[src/rtl/alu_pkg.sv]
// Shared ALU definitions for the multiply sequencer.
// Holds the FunSel codes, the flag bit positions and the sequencer state enum.
// Optional build macro: ALU_MUL_SIGNED_EN adds the operand/result negation states.
package alu_pkg;

   // ALU function select codes
   localparam logic [4:0] FS_ADD16   = 5'b10100;
   localparam logic [4:0] FS_SUB16   = 5'b10110;
   localparam logic [4:0] FS_LSL16   = 5'b11011;
   localparam logic [4:0] FS_LSR16   = 5'b11100;
   localparam logic [4:0] FS_PASSA16 = 5'b10000;

   // Bit positions inside the {Z,C,N,O} flag vector
   localparam int FLAG_Z = 3;
   localparam int FLAG_C = 2;
   localparam int FLAG_N = 1;
   localparam int FLAG_O = 0;

   typedef enum logic [3:0] {
      ST_IDLE,
      ST_TEST,
      ST_ADD,
      ST_SHR,
      ST_SHL,
      ST_DONE
`ifdef ALU_MUL_SIGNED_EN
      ,
      ST_NEGA,
      ST_NEGB,
      ST_NEGP
`endif
   } seq_state_e;

endpackage

[src/rtl/alu_mul_sequencer.sv]
// Multi-cycle shift-add 16x16 multiplier that borrows the shared system ALU.
// Each iteration: TEST the multiplier LSB, optionally ADD the multiplicand into
// the accumulator, shift the multiplier right, shift the multiplicand left.
// Overflow is built from the ALU carry flag, which is only visible one cycle
// after the operation that produced it (hence from_add / from_shl).
// Handshake: Start is sampled only in IDLE; Busy covers accept+1 .. Done;
// Done is a single-cycle pulse and Product/Ovf are valid from Done until the
// next accept.
// Optional build macro: ALU_MUL_SIGNED_EN (adds Signed input and NEG states).
module alu_mul_sequencer
   import alu_pkg::*;
#(
   parameter int WIDTH      = 16,   // only 16 matches the ALU datapath
   parameter bit EARLY_EXIT = 1'b1
) (
   input  logic             Clock,
   input  logic             Reset,
   input  logic             Start,
`ifdef ALU_MUL_SIGNED_EN
   input  logic             Signed,
`endif
   input  logic [WIDTH-1:0] OpA,
   input  logic [WIDTH-1:0] OpB,
   output logic             Busy,
   output logic             Done,
   output logic [WIDTH-1:0] Product,
   output logic             Ovf,
   output logic [WIDTH-1:0] AluA,
   output logic [WIDTH-1:0] AluB,
   output logic [4:0]       AluFunSel,
   output logic             AluWF,
   input  logic [WIDTH-1:0] AluOut,
   input  logic [3:0]       AluFlags,
   output seq_state_e       state_dbg
);

   localparam int CW = $clog2(WIDTH + 1);

   seq_state_e       state, nxt;
   logic [WIDTH-1:0] acc, mcand, mplier;
   logic             from_add, from_shl;
   logic [CW-1:0]    iter;
   logic             finish;
   logic             unused_flags;

`ifdef ALU_MUL_SIGNED_EN
   logic             sgn, neg_res;
`endif

   // Only the carry flag drives decisions here
   assign unused_flags = ^{AluFlags[FLAG_Z], AluFlags[FLAG_N], AluFlags[FLAG_O]};

   assign finish    = (EARLY_EXIT && (mplier == '0)) || (iter == CW'(WIDTH));
   assign Busy      = (state != ST_IDLE);
   assign state_dbg = state;

   // Next-state and ALU command decode
   always_comb begin
      nxt       = state;
      AluA      = '0;
      AluB      = '0;
      AluFunSel = FS_PASSA16;
      AluWF     = 1'b0;
      Done      = 1'b0;
      case (state)
         ST_IDLE: begin
            if (Start) begin
`ifdef ALU_MUL_SIGNED_EN
               if (Signed && OpA[WIDTH-1])      nxt = ST_NEGA;
               else if (Signed && OpB[WIDTH-1]) nxt = ST_NEGB;
               else                             nxt = ST_TEST;
`else
               nxt = ST_TEST;
`endif
            end
         end
         ST_TEST: begin
            if (finish) begin
`ifdef ALU_MUL_SIGNED_EN
               nxt = neg_res ? ST_NEGP : ST_DONE;
`else
               nxt = ST_DONE;
`endif
            end else if (mplier[0]) begin
               nxt = ST_ADD;
            end else begin
               nxt = ST_SHR;
            end
         end
         ST_ADD: begin
            AluFunSel = FS_ADD16;
            AluA      = acc;
            AluB      = mcand;
            AluWF     = 1'b1;
            nxt       = ST_SHR;
         end
         ST_SHR: begin
            AluFunSel = FS_LSR16;
            AluA      = mplier;
            AluWF     = 1'b1;
            nxt       = ST_SHL;
         end
         ST_SHL: begin
            AluFunSel = FS_LSL16;
            AluA      = mcand;
            AluWF     = 1'b1;
            nxt       = ST_TEST;
         end
         ST_DONE: begin
            Done = 1'b1;
            nxt  = ST_IDLE;
         end
`ifdef ALU_MUL_SIGNED_EN
         ST_NEGA: begin
            AluFunSel = FS_SUB16;
            AluB      = mcand;
            AluWF     = 1'b1;
            nxt       = (sgn && mplier[WIDTH-1]) ? ST_NEGB : ST_TEST;
         end
         ST_NEGB: begin
            AluFunSel = FS_SUB16;
            AluB      = mplier;
            AluWF     = 1'b1;
            nxt       = ST_TEST;
         end
         ST_NEGP: begin
            AluFunSel = FS_SUB16;
            AluB      = acc;
            AluWF     = 1'b1;
            nxt       = ST_DONE;
         end
`endif
         default: nxt = ST_IDLE;
      endcase
   end

   // State, working registers and result registers
   always_ff @(posedge Clock) begin
      if (!Reset) begin
         state    <= ST_IDLE;
         acc      <= '0;
         mcand    <= '0;
         mplier   <= '0;
         from_add <= 1'b0;
         from_shl <= 1'b0;
         iter     <= '0;
         Product  <= '0;
         Ovf      <= 1'b0;
`ifdef ALU_MUL_SIGNED_EN
         sgn      <= 1'b0;
         neg_res  <= 1'b0;
`endif
      end else begin
         state    <= nxt;
         from_add <= (state == ST_ADD);
         from_shl <= (state == ST_SHL);
         case (state)
            ST_IDLE: begin
               if (Start) begin
                  mcand  <= OpA;
                  mplier <= OpB;
                  acc    <= '0;
                  iter   <= '0;
                  Ovf    <= 1'b0;
`ifdef ALU_MUL_SIGNED_EN
                  sgn     <= Signed;
                  neg_res <= Signed && (OpA[WIDTH-1] ^ OpB[WIDTH-1]);
`endif
               end
            end
            ST_TEST: begin
               // A multiplicand bit fell off while multiplier bits remain
               if (from_shl && AluFlags[FLAG_C] && (mplier != '0)) Ovf <= 1'b1;
               // Load the result on entry to DONE so it is valid with the pulse
               if (nxt == ST_DONE) Product <= acc;
`ifdef ALU_MUL_SIGNED_EN
               if (finish && sgn && (acc > (neg_res ? {1'b1, {(WIDTH-1){1'b0}}}
                                                    : {1'b0, {(WIDTH-1){1'b1}}})))
                  Ovf <= 1'b1;
`endif
            end
            ST_ADD: acc <= AluOut;
            ST_SHR: begin
               mplier <= AluOut;
               // Carry of the preceding ADD became visible at this cycle
               if (from_add && AluFlags[FLAG_C]) Ovf <= 1'b1;
            end
            ST_SHL: begin
               mcand <= AluOut;
               iter  <= iter + CW'(1);
            end
`ifdef ALU_MUL_SIGNED_EN
            ST_NEGA: mcand <= AluOut;
            ST_NEGB: mplier <= AluOut;
            ST_NEGP: begin
               acc     <= AluOut;
               Product <= AluOut;
            end
`endif
            default: ;
         endcase
      end
   end

endmodule

[config.mk]
export PLATFORM = sky130hd
export DESIGN_NAME = alu_mul_sequencer
export DESIGN_NICKNAME = d
export VERILOG_FILES = /design/src/rtl/alu_pkg.sv /design/src/rtl/alu_mul_sequencer.sv
export SDC_FILE = /design/constraint.sdc
export NUM_CORES = 1
export LEC_CHECK = 0
export ABC_CLOCK_PERIOD_IN_PS = 1950
export CORE_ASPECT_RATIO = 1.25
export CORE_UTILIZATION = 35
export CTS_BUF_LIST = sky130_fd_sc_hd__clkbuf_8
export CTS_CLUSTER_DIAMETER = 30
export CTS_CLUSTER_SIZE = 30
export DETAILED_ROUTE_END_ITERATION = 10
export DONT_BUFFER_PORTS = 1
export GPL_TIMING_DRIVEN = 0
export PLACE_DENSITY = 0.59
export SLEW_MARGIN = 20
export SYNTH_ARGS = -nofsm -noshare
export SYNTH_HDL_FRONTEND = slang
export SYNTH_SLANG_ARGS = --single-unit
[constraint.sdc]
create_clock -name Clock -period 1.95 [get_ports Clock]
set_input_delay 0 -clock Clock [delete_from_list [all_inputs] [get_ports Clock]]
set_output_delay 0 -clock Clock [all_outputs]
set_load 0.02 [all_outputs]
==> flow_summary.json, run 1 <==
{
  "viasPerCell": 5.64,
  "grt_pass1_vias": 3364,
  "fp.dieH_microns": 115,
  "worstMarginPinSlew_ns": 0.558,
  "ant_nets": 0,
  "grt_max_degree": 12,
  "min-delay-start": "Start",
  "layout_setup_ws_ns": -0.0493,
  "num_vias": 3426,
  "overflow": 0,
  "routed_wl_microns": 12400,
  "vdd_drop_max_v": 0.000355,
  "finalHoldViolations": 0,
  "cts-root-buf": "clkbuf_8",
  "r2r-end": "Product[2]",
  "setup_viol": 13,
  "drtIter0Drc": 218,
  "synth.distinct_cells": 38,
  "synth_top_cells_by_count": "76 x dfxtp_1, 54 x a21oi_1, 48 x mux2i_1",
  "min_path_cells": 4,
  "die_w_microns": 92.3,
  "num-fill-cells": 915,
  "hold_path_class": "in -> reg",
  "worstSetupPathType": "reg -> reg",
  "yosys-top-cells-area": "dfxtp_1 43%, mux2i_1 13%, a21oi_1 7.6%",
  "synth_ff_type": "dfxtp_1",
  "die-area_sq_mm": 0.0106,
  "cts_num_sinks": 76,
  "synthArstFlopShare": 0,
  "gp_congestion": 0.882,
  "rsz0062_at_grt": "true",
  "synth.yosys.seq_area_share": 0.427,
  "synth_mux_area_frac": 0.135,
  "port-buffer-count": 0,
  "design_area_sq_mm": 0.00484,
  "synth_edf_count": 0,
  "startpoint_type": "flop",
  "placed_area_sq_mm": 0.00372,
  "endpoint_kind": "flop",
  "yosysTopAreaCell": "dfxtp_1",
  "syn_nets": 463,
  "clock_tree.htree_level_count": 3,
  "synth.most_common_cell": "dfxtp_1",
  "synth_adder_area_share": 0.00702,
  "clock_skew_ns": 0.00921,
  "clkTransAtPathRegs_ns": 0.08,
  "drc_errors": 0,
  "grt_usage": 0.236,
  "dp_hpwl_microns": 8540,
  "max_freq_mhz": 500,
  "slew_viol_final": 0,
  "grt_pass1_wl_microns": 18600,
  "worst-path-max-fanout": 5,
  "synth_xor_area_frac": 0,
  "max_slew_margin": 0.628,
  "period_share": 1.03,
  "antenna_cells": 0,
  "final_nets": 534,
  "whs_ns": 0.0483,
  "area_growth_pct": 35.7,
  "coreArea_sq_mm": 0.00976,
  "r2r_start": "mplier[15]",
  "layout-drive-gt1-share": 0.218,
  "synth_area_sq_mm": 0.00356,
  "cts_tree": "built",
  "antenna_found_initial": 0,
  "avgSynthCellArea_sq_um": 8.78,
  "synth_compound_area_frac": 0.234,
  "status": "finished, violations left",
  "initial_utilization": 0.365,
  "power.total_uw": 3320,
  "min_to": "state_dbg[0]",
  "reg2regPathDepth": 5,
  "violations": "setup timing",
  "yosys_warnings": 0,
  "rows": 40,
  "cts_max_path_buffers": 2,
  "crit_arrival_ns": 2.21,
  "maxCapViolCount": 0,
  "fin_cells": 607,
  "insertion_delay_ns": 0.35,
  "syn_inst": 406,
  "drt-pass1-iter-count": 4,
  "synth_top_family_by_area": "compound AO/OA/AOI/OAI gates",
  "wl_per_cell_microns": 20.4,
  "cts_buffers": 9,
  "yosys.area_share.simple": 0.143,
  "ys_ff_latch": 76,
  "io_pins": 116,
  "leakage_uw": 0.00191,
  "reg2reg_slack_ns": -0.05,
  "placed_cells": 532,
  "synth_top_area_share": 0.427,
  "powerDensity_mw_per_mm2": 688,
  "period_needed_ns": 2.00,
  "worstPathRequired_ns": 2.16
}
## critical path, stage by stage, from the launching register on
cell     delay, ns
dfxtp_2       0.33
or4_4         0.57
o41a_1        0.56
buf_2         0.21
o21ai_1       0.12
a21oi_1       0.08
## how the worst max path moves through the flow
stage / to / cells after the start / startpoint / slack (ns)
after floorplan: AluA[0] / 7 / state_dbg[2] / 0.02
after global placement: acc[6] / 6 / state_dbg[0] / -0.49
after detailed placement: acc[10] / 6 / state_dbg[2] / -0.52
after CTS: AluFunSel[3] / 5 / state_dbg[0] / -0.02
after global routing: Product[3] / 5 / mplier[15] / -0.08
final: Product[2] / 5 / mplier[15] / -0.05
## state kept, by name (all words and copies together) (netlist names)
register and cells:
iter 5, from_shl 1, state_dbg 4, mplier 16, Ovf 1, Product 16
acc 16, mcand 16, from_add 1
## cells by family after synthesis
| family | after synthesis |
|---|---|
| DFF | 76 |
| other | 2 |
| adders and majority gates | 2 |
| muxes | 48 |
| buffers and inverters | 42 |
| AOI/OAI and AO/OA | 146 |
| and+or+nand+nor | 90 |
## final cells by class
class / instances / area [sq um] / share of cell area
Multi-Input combinational cell: 288 / 2070 / 0.427
Clock inverter: 5 / 46.3 / 0.00957
Clock buffer: 10 / 138 / 0.0285
Tap cell: 126 / 158 / 0.0326
Buffer: 35 / 264 / 0.0546
Inverter: 5 / 23.8 / 0.00492
Timing Repair Buffer: 62 / 603 / 0.125
Sequential cell: 76 / 1540 / 0.318
## stage by stage
stage | util | setup TNS (ns) | setup WS, ns
2_1_floorplan | - | 0 | 0.0248
3_3_place_gp | 0.381 | -25.90 | -0.485
3_5_place_dp | 0.381 | -28.53 | -0.525
4_1_cts | 0.475 | -0.0406 | -0.0185
5_1_grt | 0.496 | -0.910 | -0.0787
6_report | 0.496 | -0.377 | -0.0493
## where the power goes
part,total [uW],switching [uW],internal (uW)
logic,524,278,246
clock network,1160,555,604
registers,1640,46.9,1600
total,3320,880,2440
## per-layer routing
layer,vias up,GRT usage,part of all wire
met5,-,0,0
met4,0,0.0854,0.012
met3,12,0.0344,0.045
met2,99,0.438,0.53
met1,1695,0.274,0.42
li1,1620,-,-
## repair_timing
action                                  in CTS  in global routing
gates resized for setup                     74                 36
hold buffers                                49                  0
endpoints found under the hold margin       49                  0
buffers inserted                             4                  7
cloned                                       0                  2
pin swaps                                    3                  7
endpoints found under the setup margin     106                 75
## cell usage in the layout, fill, tap and decap left out, types with 3 or more instances in the layout
| master | netlist | layout |
|---|---|---|
| clkbuf_8 | 0 | 11 |
| a31oi_1 | 3 | 3 |
| nand2_4 | 0 | 3 |
| a21oi_1 | 54 | 54 |
| o21ai_2 | 0 | 14 |
| dfxtp_4 | 0 | 3 |
| nand2_1 | 28 | 22 |
| nand2_2 | 0 | 3 |
| mux2i_1 | 48 | 48 |
| and2_1 | 17 | 8 |
| o21ai_4 | 0 | 5 |
| dlygate4sd3_1 | 0 | 49 |
| buf_6 | 1 | 5 |
| or4_4 | 2 | 4 |
| clkbuf_1 | 21 | 9 |
| buf_4 | 2 | 15 |
| nor2_1 | 6 | 5 |
| dfxtp_1 | 76 | 69 |
| dfxtp_2 | 0 | 4 |
| clkbuf_2 | 0 | 5 |
| a22o_1 | 16 | 16 |
| and2_4 | 0 | 3 |
| o21ai_0 | 29 | 29 |
| nand3_1 | 22 | 22 |
| buf_2 | 10 | 5 |
| inv_1 | 4 | 7 |
| and2_2 | 0 | 6 |
| o21ai_1 | 40 | 21 |
| clkbuf_4 | 0 | 4 |
No activity file was read; power rests on OpenSTA's default activity.
==> run 2: changes to the inputs <==
--- a/config.mk
+++ b/config.mk
@@ -15,6 +15,7 @@
 export DONT_BUFFER_PORTS = 1
 export GPL_TIMING_DRIVEN = 0
 export PLACE_DENSITY = 0.59
+export SETUP_SLACK_MARGIN = 0.5
 export SLEW_MARGIN = 20
 export SYNTH_ARGS = -nofsm -noshare
 export SYNTH_HDL_FRONTEND = slang
==> run 2 against run 1 <==
Compared with the run above: power up 14%; final cell count rose by 7.6%; the flow still finishes with violations (setup timing); highest routed layer unchanged; largest power group unchanged; via count rose by 6.0%.
==> flow_summary.json, run 2 (synthesis gave the netlist of run 1 again) <==
{
  "status": "finished, violations left",
  "violations": "setup timing",
  "num_vias": 3632,
  "drtIter0Drc": 216,
  "antenna_cells": 0,
  "endpoint_kind": "flop",
  "final_cell_mix": "66 x dfxtp_1, 49 x dlygate4sd3_1, 41 x mux2i_1",
  "fp.dieH_microns": 115,
  "wl_per_cell_microns": 22.1,
  "overflow": 0,
  "cts_max_path_buffers": 2,
  "worstSetupPathType": "reg -> reg",
  "setup_viol": 6,
  "grt_pass1_vias": 3501,
  "cts_tree": "built",
  "die-area_sq_mm": 0.0106,
  "powerDensity_mw_per_mm2": 594,
  "design_area_sq_mm": 0.00637,
  "slew_viol_final": 0,
  "register_area_sq_mm": 0.00154,
  "vdd_drop_max_v": 0.000370,
  "leakage_uw": 0.00263,
  "grt_usage": 0.250,
  "layout_setup_ws_ns": -0.0164,
  "hold_path_class": "in -> reg",
  "critPathSlowestCell": "or4_4",
  "grt_pass1_wl_microns": 19800,
  "cts_buffers": 9,
  "startpoint_type": "flop",
  "worstPathRequired_ns": 2.18,
  "antenna_found_initial": 0,
  "worst-path-max-fanout": 8,
  "port-buffer-count": 0,
  "grt_max_degree": 13,
  "insertion_delay_ns": 0.37,
  "initial_utilization": 0.365,
  "ant_nets": 0,
  "clock_tree.htree_level_count": 3,
  "path_cells": "or4_4 > o41a_1 > buf_6 > o21ai_2 > a21oi_2",
  "max_slew_margin": 0.296,
  "final_common_cell": "dfxtp_1",
  "area_growth_pct": 78.8,
  "power.total_uw": 3780,
  "path_depth": 5,
  "io_pins": 116,
  "finalSetupTns_ns": -0.0425,
  "reg2regPathDepth": 5,
  "coreArea_sq_mm": 0.00976,
  "final_util": 0.653,
  "rows": 40,
  "maxCapViolCount": 0,
  "finalHoldViolations": 0,
  "routed_wl_microns": 14400,
  "drc_errors": 0,
  "placed_area_sq_mm": 0.00432,
  "clock_skew_ns": 0.0134,
  "layout-drive-gt1-share": 0.476,
  "dp_hpwl_microns": 8960,
  "clkTransAtPathRegs_ns": 0.09,
  "multiInputGateArea_sq_mm": 0.00268,
  "cp_top_family": "compound AO/OA/AOI/OAI gates",
  "cts-root-buf": "clkbuf_8",
  "period_share": 1.01,
  "gp_congestion": 0.876,
  "drt-pass1-iter-count": 5,
  "min_path_cells": 4,
  "rsz0062_at_grt": "true",
  "crit_arrival_ns": 2.19,
  "slowest_delay_ns": 0.54,
  "cts_num_sinks": 76,
  "period_needed_ns": 1.97,
  "worstMarginPinSlew_ns": 1.06,
  "die_w_microns": 92.3,
  "critPathBufInv": 1,
  "viasPerCell": 5.56,
  "final_nets": 580,
  "num-fill-cells": 790,
  "max_freq_mhz": 509
}
run 2: path summary, 6_finish.rpt:
path                  start            to  slack [ns]
setup / recovery  mplier[0]    Product[9]       -0.02
hold / removal        Start  state_dbg[0]        0.04
setup reg to reg  mplier[0]    Product[9]       -0.02
hold reg to reg      acc[3]    Product[3]        0.48
run 2: cell type report:
type,count,share of cell area
Multi-Input combinational cell,288,0.421
Sequential cell,76,0.242
Timing Repair Buffer,106,0.197
Buffer,37,0.0770
Tap cell,126,0.0247
Clock buffer,10,0.0216
Clock inverter,5,0.0112
Inverter,5,0.00550
run 2: worst reg2reg max path: stages (launching register included):
cell	delay [ns]
dfxtp_2	0.35
or4_4	0.54
o41a_1	0.54
buf_6	0.19
o21ai_2	0.13
a21oi_2	0.07
run 2: where the power goes:
group          switching (uW)  leakage, uW  internal [uW]  total (uW)
Sequential               58.6     0.000621           1600        1650
Combinational             386      0.00190            407         793
Clock                     598     0.000116            736        1330
Total                    1040      0.00263           2740        3780
run 2: layer usage:
layer	global-route usage	up-vias	wire [microns]	share of wire
met5	0	-	0	0
li1	-	1711	-	-
met4	0.0948	0	420	0.029
met2	0.430	151	7380	0.51
met1	0.311	1741	5580	0.39
met3	0.0470	29	1020	0.071
run 2: what timing repair did:
| item | CTS | global route |
|---|---|---|
| gates resized for setup | 138 | 71 |
| pin swaps | 34 | 45 |
| endpoints found under the hold margin | 49 | 0 |
| endpoints found under the setup margin | 113 | 113 |
| hold buffers | 49 | 0 |
| cloned | 6 | 7 |
| buffers inserted | 22 | 22 |
run 2: per-stage QoR:
step	hold WS (ns)	setup slack (ns)	instances
detailed placement	0.136	-0.133	532
CTS	0.0232	-0.0812	624
finish	0.0391	-0.0164	653
floorplan	0.133	0.0936	406
global placement	0.134	-0.119	532
global route	0.0438	-0.0640	653
==> run 3: changes to the inputs <==
--- a/config.mk
+++ b/config.mk
@@ -5,6 +5,7 @@
 export SDC_FILE = /design/constraint.sdc
 export NUM_CORES = 1
 export LEC_CHECK = 0
+export ABC_AREA = 1
 export ABC_CLOCK_PERIOD_IN_PS = 1950
 export CORE_ASPECT_RATIO = 1.25
 export CORE_UTILIZATION = 35
==> run 3 against run 2 <==
Compared with the run above: the run now ends clean; global-route usage shrank 2.5 points; design area shrank 15%; worst hold slack lost 0.036 ns; non-clock buffer count shrank 28; clock-buffer cell count grew 1; area after synthesis grew 3.3%; largest power group unchanged; highest routed layer unchanged.
==> flow_summary.json, run 3 <==
{
  "status": "finished clean",
  "setup_viol": 0,
  "drtIter0Drc": 183,
  "rsz0062_at_grt": "true",
  "syn_nets": 593,
  "finalSetupTns_ns": 0,
  "worst-path-max-fanout": 6,
  "worstMarginPinSlew_ns": 0.742,
  "synth_area_sq_mm": 0.00368,
  "yosys_warnings": 0,
  "worstPathRequired_ns": 1.95,
  "register_area_sq_mm": 0.00154,
  "synth_ff_type": "dfxtp_1",
  "period_needed_ns": 1.81,
  "grt_usage": 0.225,
  "multiInputGateArea_sq_mm": 0.00209,
  "area_growth_pct": 47.7,
  "rows": 41,
  "cts-root-buf": "clkbuf_8",
  "period_share": 0.927,
  "crit_arrival_ns": 1.81,
  "layout-drive-gt1-share": 0.232,
  "synth_edf_count": 0,
  "power.total_uw": 3350,
  "synth.yosys.seq_area_share": 0.413,
  "ys_ff_latch": 76,
  "critPathSlowestCell": "o211ai_1",
  "layout_setup_ws_ns": 0.143,
  "fp.dieH_microns": 117,
  "antenna_found_initial": 0,
  "final_common_cell": "nand2_1",
  "clock_tree.htree_level_count": 3,
  "grt_pass1_vias": 3633,
  "yosysTopAreaCell": "dfxtp_1",
  "endpoint_kind": "output pin",
  "synth_top_cells_by_count": "132 x nand2_1, 76 x dfxtp_1, 62 x inv_1, 62 x nor2_1, 38 x a21oi_1",
  "avgSynthCellArea_sq_um": 6.87,
  "max_freq_mhz": 553,
  "clock_skew_ns": 0.00801,
  "path_cells": "nor2_4 > nand3_4 > buf_6 > buf_8 > o211ai_1",
  "initial_utilization": 0.362,
  "syn_inst": 536,
  "finalHoldViolations": 0,
  "slowest_delay_ns": 0.50,
  "final_nets": 686,
  "routed_wl_microns": 13200,
  "synth.distinct_cells": 30,
  "startpoint_type": "flop",
  "clkTransAtPathRegs_ns": 0.08,
  "overflow": 0,
  "insertion_delay_ns": 0.36,
  "synthArstFlopShare": 0,
  "cts_num_sinks": 76,
  "powerDensity_mw_per_mm2": 616,
  "final_cell_mix": "123 x nand2_1, 71 x dfxtp_1, 62 x inv_1",
  "antenna_cells": 0,
  "synth_top_area_share": 0.413,
  "synth.most_common_cell": "nand2_1",
  "cts_buffers": 9,
  "grt_max_degree": 12,
  "grt_pass1_wl_microns": 18600,
  "gp_congestion": 0.951,
  "ant_nets": 0,
  "dp_hpwl_microns": 9050,
  "worstSetupPathType": "reg -> out",
  "cts_tree": "built",
  "maxCapViolCount": 0,
  "wl_per_cell_microns": 17.4,
  "io_pins": 116,
  "port-buffer-count": 0,
  "yosys-top-cells-area": "dfxtp_1 41%, nand2_1 13%, inv_1 6.3%",
  "placed_area_sq_mm": 0.00385,
  "die_w_microns": 93.7,
  "vdd_drop_max_v": 0.000322,
  "die-area_sq_mm": 0.0109,
  "slew_viol_final": 0,
  "viasPerCell": 5.14,
  "num_vias": 3914,
  "crit_path_start": "state_dbg[0]",
  "design_area_sq_mm": 0.00544,
  "coreArea_sq_mm": 0.0102,
  "place_ws_ns": 0.114,
  "r2r_start": "state_dbg[3]",
  "num-fill-cells": 974,
  "cts_max_path_buffers": 2,
  "max_slew_margin": 0.505,
  "drt-pass1-iter-count": 5,
  "hold_path_class": "in -> reg",
  "drc_errors": 0,
  "min-delay-start": "OpA[5]",
  "leakage_uw": 0.00232
}
==> run 3: cell type report <==
class,count,share of cell area
flip-flops and latches,76,0.283
inverters,66,0.0492
clock inverters,4,0.00322
repair buffers,82,0.165
well taps,129,0.0297
multi-input cells,361,0.384
clock buffers,11,0.0278
plain buffers,33,0.0587
==> run 3: metrics by stage <==
step | cells | hold WS (ns) | utilization
finish | 762 | 0.00335 | 0.535
global route | 762 | 0.0286 | 0.535
CTS | 743 | 0.00252 | 0.483
detailed placement | 665 | 0.208 | 0.379
global placement | 665 | 0.188 | 0.379
floorplan | 536 | 0.159 | -
==> run 3: worst paths after layout <==
| path | endpoint | cells after the start | slack, ns |
|---|---|---|---|
| worst max-delay path | AluA[13] | 5 | 0.14 |
| worst min-delay path | mcand[5] | 4 | 0.003 |
| worst max register to register | mcand[15] | 11 | 0.19 |
| worst min register to register | iter[0] | 1 | 0.47 |
==> run 3: worst max-delay path, delay by kind of cell (launching register included) <==
kind | cells | cell delay (ns)
flip-flops | 1 | 0.41
AND/OR/NAND/NOR | 2 | 0.27
AO/OA/AOI/OAI | 1 | 0.50
buffers and inverters | 2 | 0.27
==> run 3: metal layers <==
| layer | part of all wire | wire length (microns) | up-vias | track usage |
|---|---|---|---|---|
| met1 | 0.39 | 5170 | 1813 | 0.260 |
| met2 | 0.51 | 6780 | 153 | 0.391 |
| met5 | 0 | 0 | - | 0 |
| met3 | 0.060 | 800 | 38 | 0.0482 |
| li1 | - | - | 1910 | - |
| met4 | 0.038 | 499 | 0 | 0.118 |
==> run 3: kinds of logic after synthesis <==
| family | share of synthesized area |
|---|---|
| flip-flops | 0.413 |
| adder cells (fa/ha/maj) | 0.00680 |
| AND/OR/NAND/NOR | 0.266 |
| other | 0.00204 |
| XOR/XNOR | 0.00238 |
| AO/OA/AOI/OAI | 0.192 |
| buffers and inverters | 0.118 |
==> run 3: report_power, final <==
group,switching [uW],leakage [uW],total (uW),internal [uW]
sequential,68.4,0.000621,1680,1620
combinational,329,0.00160,577,248
clock,576,0.0000976,1090,512
total,974,0.00232,3350,2380
==> run 3: repair_timing <==
item	CTS	global route
gates resized for setup	90	80
setup endpoints to repair	108	106
endpoints found under the hold margin	48	0
pin swaps	15	22
hold buffers	49	0
setup buffers	12	13
cloned	2	6
